--- src/rtl/bot_motion.sv ---
// bot_motion: tilt-driven position engine for the Labyrinth bot.
// Once per frame it integrates accelerometer tilt into a signed velocity and a
// 10.4 fixed-point position, clamps to the playfield, asks the maze map whether
// the candidate pixel is a wall, and commits the integer position for the icon
// stage. Outputs only change at the commit, never mid-frame.
//
// Ports:
//   clk, reset_n        system clock, async active-low reset
//   frame_tick          one-cycle pulse per frame (vertical blank)
//   accel_x, accel_y    signed 8-bit tilt
//   wall_req/qx/qy      map query (held stable until wall_ack)
//   wall_ack, wall_hit  map answer; wall_hit valid only with wall_ack
//   bot_LocX, bot_LocY  committed bot centre (pixels)
//   moving              either velocity nonzero after commit
//   bump                one-cycle pulse at commit on clamp or wall hit
//   overrun             sticky: frame_tick seen while busy
//
// state    | meaning
// S_IDLE   | waiting for frame_tick
// S_VEL    | update velocities, form and clamp candidates, launch X query
// S_CHK_X  | wait for X answer (or skip), launch Y query
// S_CHK_Y  | wait for Y answer (or skip)
// S_COMMIT | publish position, moving, bump
module bot_motion #(
  parameter int X_MIN    = 7,
  parameter int X_MAX    = 632,
  parameter int Y_MIN    = 7,
  parameter int Y_MAX    = 472,
  parameter int START_X  = 320,
  parameter int START_Y  = 240,
  parameter int DEADZONE = 8,
  parameter int VMAX     = 63
) (
  input  logic       clk,
  input  logic       reset_n,
  input  logic       frame_tick,
  input  logic [7:0] accel_x,
  input  logic [7:0] accel_y,
  output logic       wall_req,
  output logic [9:0] wall_qx,
  output logic [9:0] wall_qy,
  input  logic       wall_ack,
  input  logic       wall_hit,
  output logic [9:0] bot_LocX,
  output logic [9:0] bot_LocY,
  output logic       moving,
  output logic       bump,
  output logic       overrun
);

  localparam logic signed [9:0]  DZ     = 10'(DEADZONE);
  localparam logic signed [9:0]  VM     = 10'(VMAX);
  localparam logic signed [15:0] CX_LO  = 16'(X_MIN * 16);
  localparam logic signed [15:0] CX_HI  = 16'(X_MAX * 16);
  localparam logic signed [15:0] CY_LO  = 16'(Y_MIN * 16);
  localparam logic signed [15:0] CY_HI  = 16'(Y_MAX * 16);
  localparam logic [13:0]        PX_RST = 14'(START_X * 16);
  localparam logic [13:0]        PY_RST = 14'(START_Y * 16);
  localparam logic [9:0]         LX_RST = 10'(START_X);
  localparam logic [9:0]         LY_RST = 10'(START_Y);

  typedef enum logic [2:0] {S_IDLE, S_VEL, S_CHK_X, S_CHK_Y, S_COMMIT} state_t;

  state_t state, state_nx;

  logic signed [7:0] vx, vy, vx_nx, vy_nx;
  logic [13:0]       px, py, px_nx, py_nx;
  logic [13:0]       cx, cy, cx_nx, cy_nx;
  logic              pend, pend_nx;
  logic              req_nx;
  logic [9:0]        qx_nx, qy_nx, locx_nx, locy_nx;
  logic              moving_nx, bump_nx;

  logic signed [7:0]  vx_step, vy_step;
  logic signed [15:0] cx_raw, cy_raw;
  logic [13:0]        cx_lim, cy_lim;
  logic               clamp_x, clamp_y;
  logic               chk_go, chk_hit;

  // Deadzone decays one step toward zero; otherwise add a/4 and saturate.
  function automatic logic signed [7:0] vel_step(input logic signed [7:0] v,
                                                 input logic signed [7:0] a);
    logic signed [9:0] a10, v10, sum, r;
    a10 = {{2{a[7]}}, a};
    v10 = {{2{v[7]}}, v};
    if (a10 > -DZ && a10 < DZ) begin
      if (v10 > 10'sd0)      r = v10 - 10'sd1;
      else if (v10 < 10'sd0) r = v10 + 10'sd1;
      else                   r = v10;
    end else begin
      sum = v10 + (a10 >>> 2);
      if (sum > VM)       r = VM;
      else if (sum < -VM) r = -VM;
      else                r = sum;
    end
    return r[7:0];
  endfunction

  function automatic logic signed [15:0] cand(input logic [13:0] p,
                                              input logic signed [7:0] v);
    return $signed({2'b00, p}) + $signed({{8{v[7]}}, v});
  endfunction

  always_comb begin
    vx_step = vel_step(vx, accel_x);
    vy_step = vel_step(vy, accel_y);
    cx_raw  = cand(px, vx_step);
    cy_raw  = cand(py, vy_step);
    clamp_x = 1'b0;
    clamp_y = 1'b0;
    cx_lim  = cx_raw[13:0];
    cy_lim  = cy_raw[13:0];
    if (cx_raw < CX_LO) begin
      cx_lim  = CX_LO[13:0];
      clamp_x = 1'b1;
    end else if (cx_raw > CX_HI) begin
      cx_lim  = CX_HI[13:0];
      clamp_x = 1'b1;
    end
    if (cy_raw < CY_LO) begin
      cy_lim  = CY_LO[13:0];
      clamp_y = 1'b1;
    end else if (cy_raw > CY_HI) begin
      cy_lim  = CY_HI[13:0];
      clamp_y = 1'b1;
    end
  end

  // A check state advances on an accepted ack, or at once when no query was
  // launched (candidate stays on the same integer pixel).
  assign chk_go  = ~wall_req | wall_ack;
  assign chk_hit = wall_req & wall_ack & wall_hit;

  always_ff @(posedge clk or negedge reset_n) begin
    if (!reset_n) state <= S_IDLE;
    else          state <= state_nx;
  end

  always_comb begin
    state_nx = state;
    case (state)
      S_IDLE:   if (frame_tick) state_nx = S_VEL;
      S_VEL:    state_nx = S_CHK_X;
      S_CHK_X:  if (chk_go) state_nx = S_CHK_Y;
      S_CHK_Y:  if (chk_go) state_nx = S_COMMIT;
      S_COMMIT: state_nx = S_IDLE;
      default:  state_nx = S_IDLE;
    endcase
  end

  always_comb begin
    vx_nx     = vx;
    vy_nx     = vy;
    px_nx     = px;
    py_nx     = py;
    cx_nx     = cx;
    cy_nx     = cy;
    pend_nx   = pend;
    req_nx    = wall_req;
    qx_nx     = wall_qx;
    qy_nx     = wall_qy;
    locx_nx   = bot_LocX;
    locy_nx   = bot_LocY;
    moving_nx = moving;
    bump_nx   = 1'b0;
    case (state)
      S_VEL: begin
        vx_nx   = clamp_x ? 8'sd0 : vx_step;
        vy_nx   = clamp_y ? 8'sd0 : vy_step;
        cx_nx   = cx_lim;
        cy_nx   = cy_lim;
        pend_nx = clamp_x | clamp_y;
        req_nx  = (cx_lim[13:4] != px[13:4]);
        if (req_nx) begin
          qx_nx = cx_lim[13:4];
          qy_nx = py[13:4];
        end
      end
      S_CHK_X: begin
        if (chk_go) begin
          if (chk_hit) begin
            vx_nx   = 8'sd0;
            pend_nx = 1'b1;
          end else begin
            px_nx = cx;
          end
          // Y query is issued against the X position just decided.
          req_nx = (cy[13:4] != py[13:4]);
          if (req_nx) begin
            qx_nx = px_nx[13:4];
            qy_nx = cy[13:4];
          end
        end
      end
      S_CHK_Y: begin
        if (chk_go) begin
          if (chk_hit) begin
            vy_nx   = 8'sd0;
            pend_nx = 1'b1;
          end else begin
            py_nx = cy;
          end
          req_nx = 1'b0;
        end
      end
      S_COMMIT: begin
        locx_nx   = px[13:4];
        locy_nx   = py[13:4];
        moving_nx = (vx != 8'sd0) | (vy != 8'sd0);
        bump_nx   = pend;
      end
      default: ;
    endcase
  end

  always_ff @(posedge clk or negedge reset_n) begin
    if (!reset_n) begin
      vx       <= 8'sd0;
      vy       <= 8'sd0;
      px       <= PX_RST;
      py       <= PY_RST;
      cx       <= PX_RST;
      cy       <= PY_RST;
      pend     <= 1'b0;
      wall_req <= 1'b0;
      wall_qx  <= 10'd0;
      wall_qy  <= 10'd0;
      bot_LocX <= LX_RST;
      bot_LocY <= LY_RST;
      moving   <= 1'b0;
      bump     <= 1'b0;
      overrun  <= 1'b0;
    end else begin
      vx       <= vx_nx;
      vy       <= vy_nx;
      px       <= px_nx;
      py       <= py_nx;
      cx       <= cx_nx;
      cy       <= cy_nx;
      pend     <= pend_nx;
      wall_req <= req_nx;
      wall_qx  <= qx_nx;
      wall_qy  <= qy_nx;
      bot_LocX <= locx_nx;
      bot_LocY <= locy_nx;
      moving   <= moving_nx;
      bump     <= bump_nx;
      if (frame_tick && state != S_IDLE) overrun <= 1'b1;
    end
  end

endmodule

--- config.mk ---
export PLATFORM = sky130hd
export DESIGN_NAME = bot_motion
export DESIGN_NICKNAME = d
export VERILOG_FILES = /design/src/rtl/bot_motion.sv
export SDC_FILE = /design/constraint.sdc
export NUM_CORES = 1
export LEC_CHECK = 0
export BUFFER_PORTS_ARGS = -buffer_cell sky130_fd_sc_hd__buf_2
export CAP_MARGIN = 20
export CORE_MARGIN = 4
export CORE_UTILIZATION = 62
export CTS_CLUSTER_DIAMETER = 80
export DETAILED_ROUTE_END_ITERATION = 8
export GPL_TIMING_DRIVEN = 0
export PLACE_DENSITY = 0.82
export SLEW_MARGIN = 20
export SYNTH_ARGS = -nofsm -noshare
export SYNTH_HDL_FRONTEND = slang
export SYNTH_SLANG_ARGS = --single-unit
--- constraint.sdc ---
create_clock -name clk -period 7.28 [get_ports clk]
set_input_delay 0.728 -clock clk [delete_from_list [all_inputs] [get_ports clk]]
set_output_delay 0.728 -clock clk [all_outputs]
set_load 0.1 [all_outputs]
After elaboration in Yosys (flattened, before gate mapping)
Index checks and enable logic that the tools add are counted.
{ "classes": {"add_sub_neg": 8, "reduce_logical": 21, "n_eq_ne": 15, "bitwise_logic": 7, "muxes": 44, "n_lt_le_gt_ge": 16} }
{ "ops": {"columns": ["op", "n"], "rows": [
  ["two-way mux 8 bit", 14],
  ["two-way mux 14 bit", 5],
  ["two-way mux 10 bit", 6],
  ["one-hot mux 10 bit (2 select lines)", 2],
  ["adder 15 x 8 -> 16 bit", 2],
  ["< comparator 16 x 8 -> 1 bit, second input constant", 2],
  ["one-hot mux 8 bit (2 select lines)", 2],
  ["AND reduction 3 bit", 7],
  ["!= test 10 bit", 2],
  ["adder 8 x 6 -> 9 bit", 2],
  ["greater-than comparator 9 x 7 -> 1 bit, second input constant", 2],
  ["< comparator 9 x 7 -> 1 bit, second input constant", 2],
  ["adder 8 x 2 -> 8 bit, second input constant", 2],
  ["greater-than comparator 16 x 14 -> 1 bit, second input constant", 1],
  ["greater-than comparator 16 x 15 -> 1 bit, second input constant", 1],
  ["greater-than comparator 8 x 1 -> 1 bit, second input constant", 2],
  ["greater-than comparator 8 x 4 -> 1 bit, second input constant", 2],
  ["< comparator 8 x 1 -> 1 bit, second input constant", 2],
  ["< comparator 8 x 5 -> 1 bit, second input constant", 2],
  ["nonzero test 8 bit", 2],
  ["subtractor 8 x 2 -> 8 bit, second input constant", 2],
  ["!= test 2 bit, second input constant", 7],
  ["one-hot mux 3 bit (4 select lines)", 1],
  ["two-way mux 1 bit", 9],
  ["17 further kinds", 30]
]} }
{ "totals": {"in_bits": 21, "out_inout_bits": 44, "wordCells": 128, "regBits": 120} }

Logic depth before layout (Yosys ltp)
Gate-level depths: netlist of run 1.
{ "logic_depth": {"ltp_word": 12, "ltp_mapped": 30, "ltp_nobuf": 27} }

Worst setup path after synthesis of run 1
OpenSTA, ideal clock, no wires.
{ "synth_timing": {"kind": "input to register", "start": "in accel_x[2]", "end": "reg wall_qx[8]", "n_path_buf": 1, "arrival_time_ns": 6.297, "required_time_ns": 7.176, "path_stages": 27, "setup_slack_ns": 0.880, "setup_time_ns": 0.104, "path_cell_list": "ha_1 > fa_1 > a21oi_1 > o21ai_0 > o21a_1 > or4_1 > o31a_1 > a21bo_2 > nand2_1 > nor2_1 > a21oi_1 > ha_1 > inv_1 > fa_1 > nor2b_1 > o2111ai_1 > and2_1 > o221a_2 > a2111o_1 > o41ai_4 > o21ai_2 > mux2i_1 > o21ai_1 > a2111oi_4 > buf_2 > nand4_1 > o311ai_1"} }
{ "synth_between": {"elab_chain_cells": 12, "word_cells_on_any_way": 19, "cone_classes": "add/sub: 2; order compare: 6; eq/ne: 2; mux: 7; reduce/logical: 2"} }
{ "synth_rtl": {"columns": ["item", "line_no", "text"], "rows": [
  ["from (decl)", "37", "input logic [7:0] accel_x,"],
  ["adder 8 x 6 -> 9 bit", "91", "sum = v10 + (a10 >>> 2);"],
  ["< comparator 9 x 7 -> 1 bit", "93", "else if (sum < -VM) r = -VM;"],
  ["two-way mux 8 bit", "93", null],
  ["two-way mux 8 bit", "92", "if (sum > VM) r = VM;"],
  ["two-way mux 8 bit *", "86", "if (a10 > -DZ && a10 < DZ) begin"],
  ["adder 15 x 8 -> 16 bit *", "101", "return $signed({2'b00, p}) + $signed({{8{v[7]}}, v});"],
  ["greater-than comparator 16 x 15 -> 1 bit", "116", "end else if (cx_raw > CX_HI) begin"],
  ["two-way mux 14 bit", "116", null],
  ["two-way mux 14 bit *", "113", "if (cx_raw < CX_LO) begin"],
  ["!= test 10 bit", "173", "req_nx = (cx_lim[13:4] != px[13:4]);"],
  ["!= test 2 bit (no line)", null, null],
  ["AND reduction 4 bit (no line)", null, null],
  ["to (signal assigned)", "242", "wall_qx <= qx_nx;"],
  ["to (decl)", "40", "output logic [9:0] wall_qx,"]
]} }
Mark *: on every way between the ends. The rest lies on a longest branch, timed or not. The select of a mux whose other input is x is not followed.
A chain may end at the register's enable or synchronous reset.

Worst setup path after layout of run 1
{ "layout_timing": {"start": "reg vx[0]", "end": "reg wall_qy[1]"} }
{ "layout_between": {"elab_chain_cells": 12, "word_cells_on_any_way": 20, "cone_classes": "add/sub: 4; order compare: 6; eq/ne: 2; mux: 7; reduce/logical: 1"} }
{ "layout_rtl": {"columns": ["item", "line_no", "text"], "rows": [
  ["from (decl)", "66", "logic signed [7:0] vx, vy, vx_nx, vy_nx;"],
  ["from (signal assigned)", "234", "vx <= vx_nx;"],
  ["adder 8 x 6 -> 9 bit", "91", null],
  ["< comparator 9 x 7 -> 1 bit", "93", null],
  ["two-way mux 8 bit", "93", null],
  ["two-way mux 8 bit", "92", null],
  ["two-way mux 8 bit *", "86", null],
  ["adder 15 x 8 -> 16 bit *", "101", null],
  ["greater-than comparator 16 x 15 -> 1 bit", "116", null],
  ["two-way mux 14 bit", "116", null],
  ["two-way mux 14 bit *", "113", null],
  ["!= test 10 bit *", "173", null],
  ["!= test 2 bit (no line) *", null, null],
  ["AND reduction 4 bit (no line) *", null, null],
  ["to (signal assigned)", "243", "wall_qy <= qy_nx;"],
  ["to (decl)", "41", "output logic [9:0] wall_qy,"]
]} }
Mark *: on every way between the ends. The rest lies on a longest branch, timed or not.

==> flow_results.org, run 1 <==
** STA
- The max-slew violation count came to 0.
- Setup repair after global routing left no endpoint under its margin.
- Setup violations remaining at the end of the flow were counted as 0.
- Between clock sinks in the finished design, the worst skew comes to 0.00672 ns.
- The number of hold-slack violations in the final timing report is 0.
- Adding up every negative setup slack in the final design gives 0 ns.
- Period minus WS final :: 6.89 ns
- Measured against its own limit, the worst slew margin works out to 42.8%.
- Static timing analysis puts the maximum clock frequency at 145 MHz.
- In the post-route analysis, the smallest setup slack over all paths is 0.393 ns.
- Transition time of the tightest slew-check pin :: 0.851 ns
- Share of the cycle needed by the critical path after routing :: 94.6%
- The tightest hold path in the finished design has a slack of 0.231 ns.

** Finish
- Cells with a size suffix above 1 make up 18.9% of the layout.
- In the final design database the tool counted 1144 nets.
- Final antenna diode count :: 0
- Area growth from synthesis to layout :: 15.3%
- Excluding fillers, the count of instances in the completed layout stands at 1260.

** Placement
- Setup Slack @ Placement :: -0.351 ns
- At the end of routability-driven placement, the weighted congestion stood at 0.924.
- Hpwl dp :: 17600 um
- Number of port buffers :: 64
- DP Cell Count :: 1222

** Yosys
- Async set-reset flop share out of synthesis :: 100%
- In the synthesized netlist the dominant register cell turns out to be dfrtp_1.
- Counting flops and latches in the post-synthesis netlist gives 120.
- The synthesized netlist devotes 17.1% of its cell area to simple gates.
- Of the total synthesized cell area, the portion taken by full adders, half adders and majority gates is 8.22%.
- Leading post-synthesis cells by cell area :: dfrtp_1, ha_1, mux2_2
- By area, the combinational part of the netlist is dominated by compound AO/OA/AOI/OAI gates.
- In the synthesized netlist, the cells that appear most often are dfrtp_1, nand2_1, o21ai_0.
- The synthesized netlist devotes 6.29% of its cell area to XOR and XNOR gates.
- Sequential element share of the synthesized area :: 34.0%
- For this run, the number of Yosys warnings is 0.
- After synthesis, the netlist uses 75 different library cells.
- Most frequently used cell type in the post-synthesis netlist :: dfrtp_1
- Number of enable flip-flop cells after synthesis :: 0
- In this run the biggest area consumer among cell types represents 28.7% of the synthesized area.
- When the netlist entered floorplanning its net count stood at 1054.
- After technology mapping, the gate count stands at 977.
- Cell type contributing the most total cell area after synthesis :: dfrtp_1
- Combined area of all synthesized cells :: 8890 um^2
- Complex-gate fraction of the synthesized area :: 22.2%
- Post-Synthesis Mean Instance Area :: 9.10 um^2
- Multiplexer share of the synthesized area :: 8.59%

** Floorplanning
- The die is 128 um wide.
- The floorplan step set the die height to 128 um.
- In this run the standard cell core region covers 13900 um^2.
- The floorplan step defined a die boundary enclosing 16300 um^2.
- Initial Util :: 63.8%
- The initialized floorplan defines 43 standard-cell rows.
- For this design the top-level I/O count stands at 65.

** Setup path
- By startpoint and endpoint, the worst setup path is classified as reg2reg.
- The worst setup path is launched from a register.
- Critical Path AT :: 7.18 ns
- The worst setup path is captured at a register.
- Data on the critical path is required at its endpoint by 7.58 ns.
- Worst stage delay on the critical path :: 0.48 ns
- On the critical path, the stage with the largest delay is an instance of dfrtp_1.
- Critical-path maximum fanout :: 10

** Global routing
- Largest net degree at the start of global routing :: 75
- Number of antenna violations at the first check in global routing :: 0
- For this run, the total global-route usage over all layers was measured as 30.3%.
- Summed over all layers, the global routing overflow is 0.
- Global-route wire length before repair :: 40000 um
- The number of global-route vias before repair was 7956.

** Detailed routing
- After detailed routing, the number of vias per cell comes to 6.61.
- Total detailed-routing wirelength :: 24600 um
- In this run, the number of DRC markers left after iteration 0 of detailed routing was 899.
- In the routed design, unresolved DRC markers number 0.
- The first detailed-routing pass ran for 5 iterations.
- After detailed routing, the average wire length per cell comes to 19.5 um.
- Summing over every cut layer, the via total after detailed routing is 8328.
- Once detail routing completed, the nets flagged for antenna violations numbered 0.

** Clocking
- Hold_buf cts :: 0
- At the later pin of the worst-skew pair, clock insertion delay measures 0.43 ns.
- After clock tree synthesis, the clock-pin slew on the worst setup and hold paths is 0.06 ns.
- Total number of clock tree sinks :: 120
- The H-tree generated during clock tree synthesis spans 4 levels.
- Clock tree from TritonCTS :: yes
- Cell chosen for the clock root :: clkbuf_16
- Cts bufs inserted :: 17
- No sink is reached through more buffers than the 2 on the longest clock path.

** Run status
- Status :: finished, final reports clean

** Hold path
- The path class of the tightest hold or removal check is in2async.

** Flow run
- The tool flagged a number of max-cap violations equal to 0.
[layer usage]
layer | share of wire [%] | global-route usage (%)
met4 | 3.7 | 12.0
met2 | 47 | 47.4
met1 | 42 | 42.5
met3 | 8.0 | 4.75
met5 | 0 | 0
[path summary, 6_finish.rpt]
path                         start         end  slack (ns)  cells after the start
max                          vx[0]  wall_qy[1]        0.39                     29
min                        reset_n  wall_qy[6]        0.23                      1
min in group clk             cx[0]       cx[0]        0.47                      2
min reg2reg                  cx[0]       cx[0]        0.47                      2
max reg2reg                  vx[0]  wall_qy[1]        0.39                     29
max in group asynchronous  reset_n       vx[1]        6.33                      2
[worst max-delay path, delay by kind of cell, from the launching register on]
| family | cells | cell delay (ns) |
|---|---|---|
| AND/OR/NAND/NOR | 7 | 1.18 |
| AO/OA/AOI/OAI | 13 | 2.91 |
| XOR/XNOR | 1 | 0.18 |
| adder cells (fa/ha/maj) | 4 | 1.30 |
| flip-flops | 1 | 0.48 |
| buffers and inverters | 4 | 0.70 |
[timing repair]
item,CTS,global route
buffers inserted,0,6
cloned,0,0
gates resized for setup,1,26
pin swaps,0,2
setup endpoints to repair,17,21
[kinds of logic after synthesis]
family | Yosys count
compound gates | 282
xor+xnor | 63
fa+ha+maj | 56
simple gates | 304
buf+inv | 82
flops | 120
mux | 70
[cell type report]
type	count	area, um^2
plain buffers	49	206
clock buffers	26	529
clock inverters	6	109
fillers	1019	3690
inverters	33	124
multi-input cells	775	5630
flip-flops and latches	120	3030
well taps	180	225
repair buffers	71	399
[cell usage in the layout, fill, tap and decap left out, types with 18 or more instances in the layout]
cell      instances
nand2b_1         18
clkbuf_1         40
nor2_1           61
ha_1             52
a22o_1           19
a21oi_1          50
buf_2            67
mux2i_1          22
inv_1            32
mux2_2           47
nand2_1          72
xor2_1           18
dfstp_2          18
dfrtp_1         101
xnor2_1          43
a21o_1           19
nand4_1          25
o21ai_0          63
nand3_1          39
[state kept, by name, summed over array words and instances (netlist names), 8 cells and up]
register,count
cx,14
py,14
bot_LocX,10
wall_qx,10
wall_qy,10
bot_LocY,10
px,14
cy,14
vy,8
vx,8
[stage by stage]
stage | area (um^2) | util [%]
floorplan | 8890 | -
global placement | 9430 | 67.7
finish | 10200 | 73.5
detailed placement | 9480 | 68.0
global route | 10200 | 73.5
CTS | 10100 | 72.6
Power of run 1 is left out: the tool's default activity adds up to more than one toggle a clock period on the data nets, which glitch-free logic cannot reach.
==> run 2: changes to the inputs <==
- PLACE_DENSITY: 0.82 -> not set
- PLACE_DENSITY_LB_ADDON: not set -> 0.2
==> flow_results.org, run 2 (synthesis results as in run 1) <==
** STA
- Post-route clock skew :: 0.00878 ns
- Dividing the final minimum period by the clock period gives 93.7%.
- Sum of negative setup slack :: 0 ns
- The max-slew violation count came to 0.
- Maximum achievable frequency :: 147 MHz
- Hold violation count in the final report :: 0
- Period minus WS final :: 6.82 ns
- Across all hold checks on the routed design, the worst slack comes to 0.259 ns.
- Setup violations remaining at the end of the flow were counted as 0.
- Transition time of the tightest slew-check pin :: 1.07 ns
- Headroom to the max-slew limit came out at 28.1%.

** Hold path
- The tightest min-delay check is of the in2async type.

** Finish
- After the last flow step, the layout net total stands at 1141.
- The filler cells instantiated in the layout total 1056.
- Leading cell types in the layout, fill and taps excluded :: dfrtp_1, nand2_1, buf_2
- Most common library cell in the layout ignoring fill and taps :: dfrtp_1
- Excluding fillers, the count of instances in the completed layout stands at 1257.
- 0 antenna diodes ended up in the layout.
- The area growth from synthesis to layout is 13.9%.
- Fraction of layout instances using a drive strength above 1 :: 18.0%

** Detailed routing
- Mean routed wirelength per cell :: 18.6 um
- First drt pass iteration count :: 5
- Dividing the detail-routed via count by the number of cells gives 6.45.
- After the first detailed-routing iteration, the DRC count stood at 718.
- The count of nets left with antenna violations once routing finished came out at 0.
- Total detailed-routing wirelength :: 23400 um
- Drt drc :: 0
- Via count :: 8103

** Clocking
- Hold_buf cts :: 0
- Cts bufs inserted :: 17
- Count of H-tree levels built during CTS :: 4
- TritonCTS built the clock tree.
- Buffer depth of the longest clock path :: 2
- The clock reaches the later pin of the worst-skew pair after 0.42 ns.
- CTS placed an instance of clkbuf_16 at the clock tree root.
- Reg clk slew, reported paths :: 0.06 ns
- Total number of clock tree sinks :: 120

** Floorplanning
- Once the floorplan was initialized, standard cells occupied 63.8% of the core.
- Site row count :: 43
- The floorplan step defined a die boundary enclosing 16300 um^2.
- The total area inside the core boundary comes to 13900 um^2.
- In this run the vertical extent of the chip is 128 um.
- Ports placed on the boundary :: 65
- The die is 128 um wide.

** Placement
- The number of placed instances, taps included, is 1222.
- The congestion estimate from routability-driven global placement came to 0.943.
- Hpwl dp :: 17300 um
- The count of buffers added on input and output ports is 64.

** Setup path
- At the worst endpoint, the arrival time is 7.13 ns.
- Of all nets on the critical path, the largest fanout is 10.
- Kind of capture point of the worst setup path :: register
- The worst register-to-register path ends at wall_qx[4].
- Depth of the worst register-to-register path :: 27
- STA classifies the critical path startpoint as a register.
- Critical path class :: reg2reg
- At the worst endpoint, the required time is 7.59 ns.
- The startpoint identified for the worst register-to-register timing path is vx[0].
- FF-to-FF setup slack :: 0.46 ns

** Global routing
- Via count of the first global-routing pass :: 7669
- Number of antenna violations at the first check in global routing :: 0
- Global routing used 29.2% of the available tracks.
- Entering global routing, the biggest net connects 68 pins.
- Global routing finished with a remaining overflow of 0.
- The first global-routing pass estimated 38500 um of wire.

** Flow run
- Max-cap violation count :: 0

** Run status
- Status :: finished, final reports clean
## run 2: how the worst max path moves through the flow
stage	endpoint	from	slack, ns
floorplan	wall_qx[8]	accel_x[2]	0.88
global placement	wall_qy[4]	accel_x[3]	-0.22
detailed placement	wall_qy[5]	accel_x[3]	-0.18
CTS	wall_qy[7]	vx[1]	0.04
global route	wall_qy[4]	vx[1]	-0.02
finish	wall_qx[4]	vx[0]	0.46
## run 2: through the flow
| step | util, % | worst slack [ns] | area [um^2] |
|---|---|---|---|
| after floorplan | - | 0.880 | 8890 |
| after global placement | 67.7 | -0.219 | 9430 |
| after detailed placement | 68.0 | -0.185 | 9470 |
| after CTS | 72.3 | 0.0433 | 10100 |
| after global routing | 72.6 | -0.0182 | 10100 |
| final | 72.6 | 0.455 | 10100 |
## run 2: area by class of cell
type	instances	area [um^2]	area share, %
Timing Repair Buffer	68	377	3.72
Multi-Input combinational cell	775	5580	55.1
Clock inverter	12	151	1.50
Inverter	33	124	1.22
Sequential cell	120	3030	29.9
Clock buffer	20	447	4.41
Buffer	49	195	1.93
Tap cell	180	225	2.22
## run 2: what timing repair did
action / 4_1_cts / 5_1_grt
endpoints found under the hold margin: 0 / 0
setup buffers: 0 / 3
gates resized for setup: 0 / 16
setup endpoints to repair: 0 / 36
## run 2: critical path, stage by stage (launching register included)
cell	delay [ns]
dfrtp_1	0.46
ha_1	0.24
fa_1	0.42
a21oi_1	0.15
o21ai_0	0.09
o21a_1	0.12
or4_1	0.40
o31a_1	0.25
a21bo_2	0.25
nand2_1	0.07
nor2_1	0.05
a21oi_1	0.17
ha_1	0.22
inv_1	0.06
fa_1	0.40
nor2b_1	0.16
o2111ai_1	0.22
and2_1	0.25
o221a_2	0.32
a2111o_1	0.42
o41ai_4	0.40
a21oi_1	0.09
nor2_1	0.32
xnor2_1	0.16
a2111oi_4	0.43
buf_2	0.31
nand4_1	0.13
o311ai_1	0.14
## run 2: layer usage
layer  track usage, %  vias to the layer above  share of wire (%)
met5                0                        -                  0
met4             11.0                        0                2.8
met3             5.29                       52                6.8
met2             45.7                      342                 46
met1             40.8                     3889                 44
li1                 -                     3820                  -
Power of run 2 is left out for the same reason.
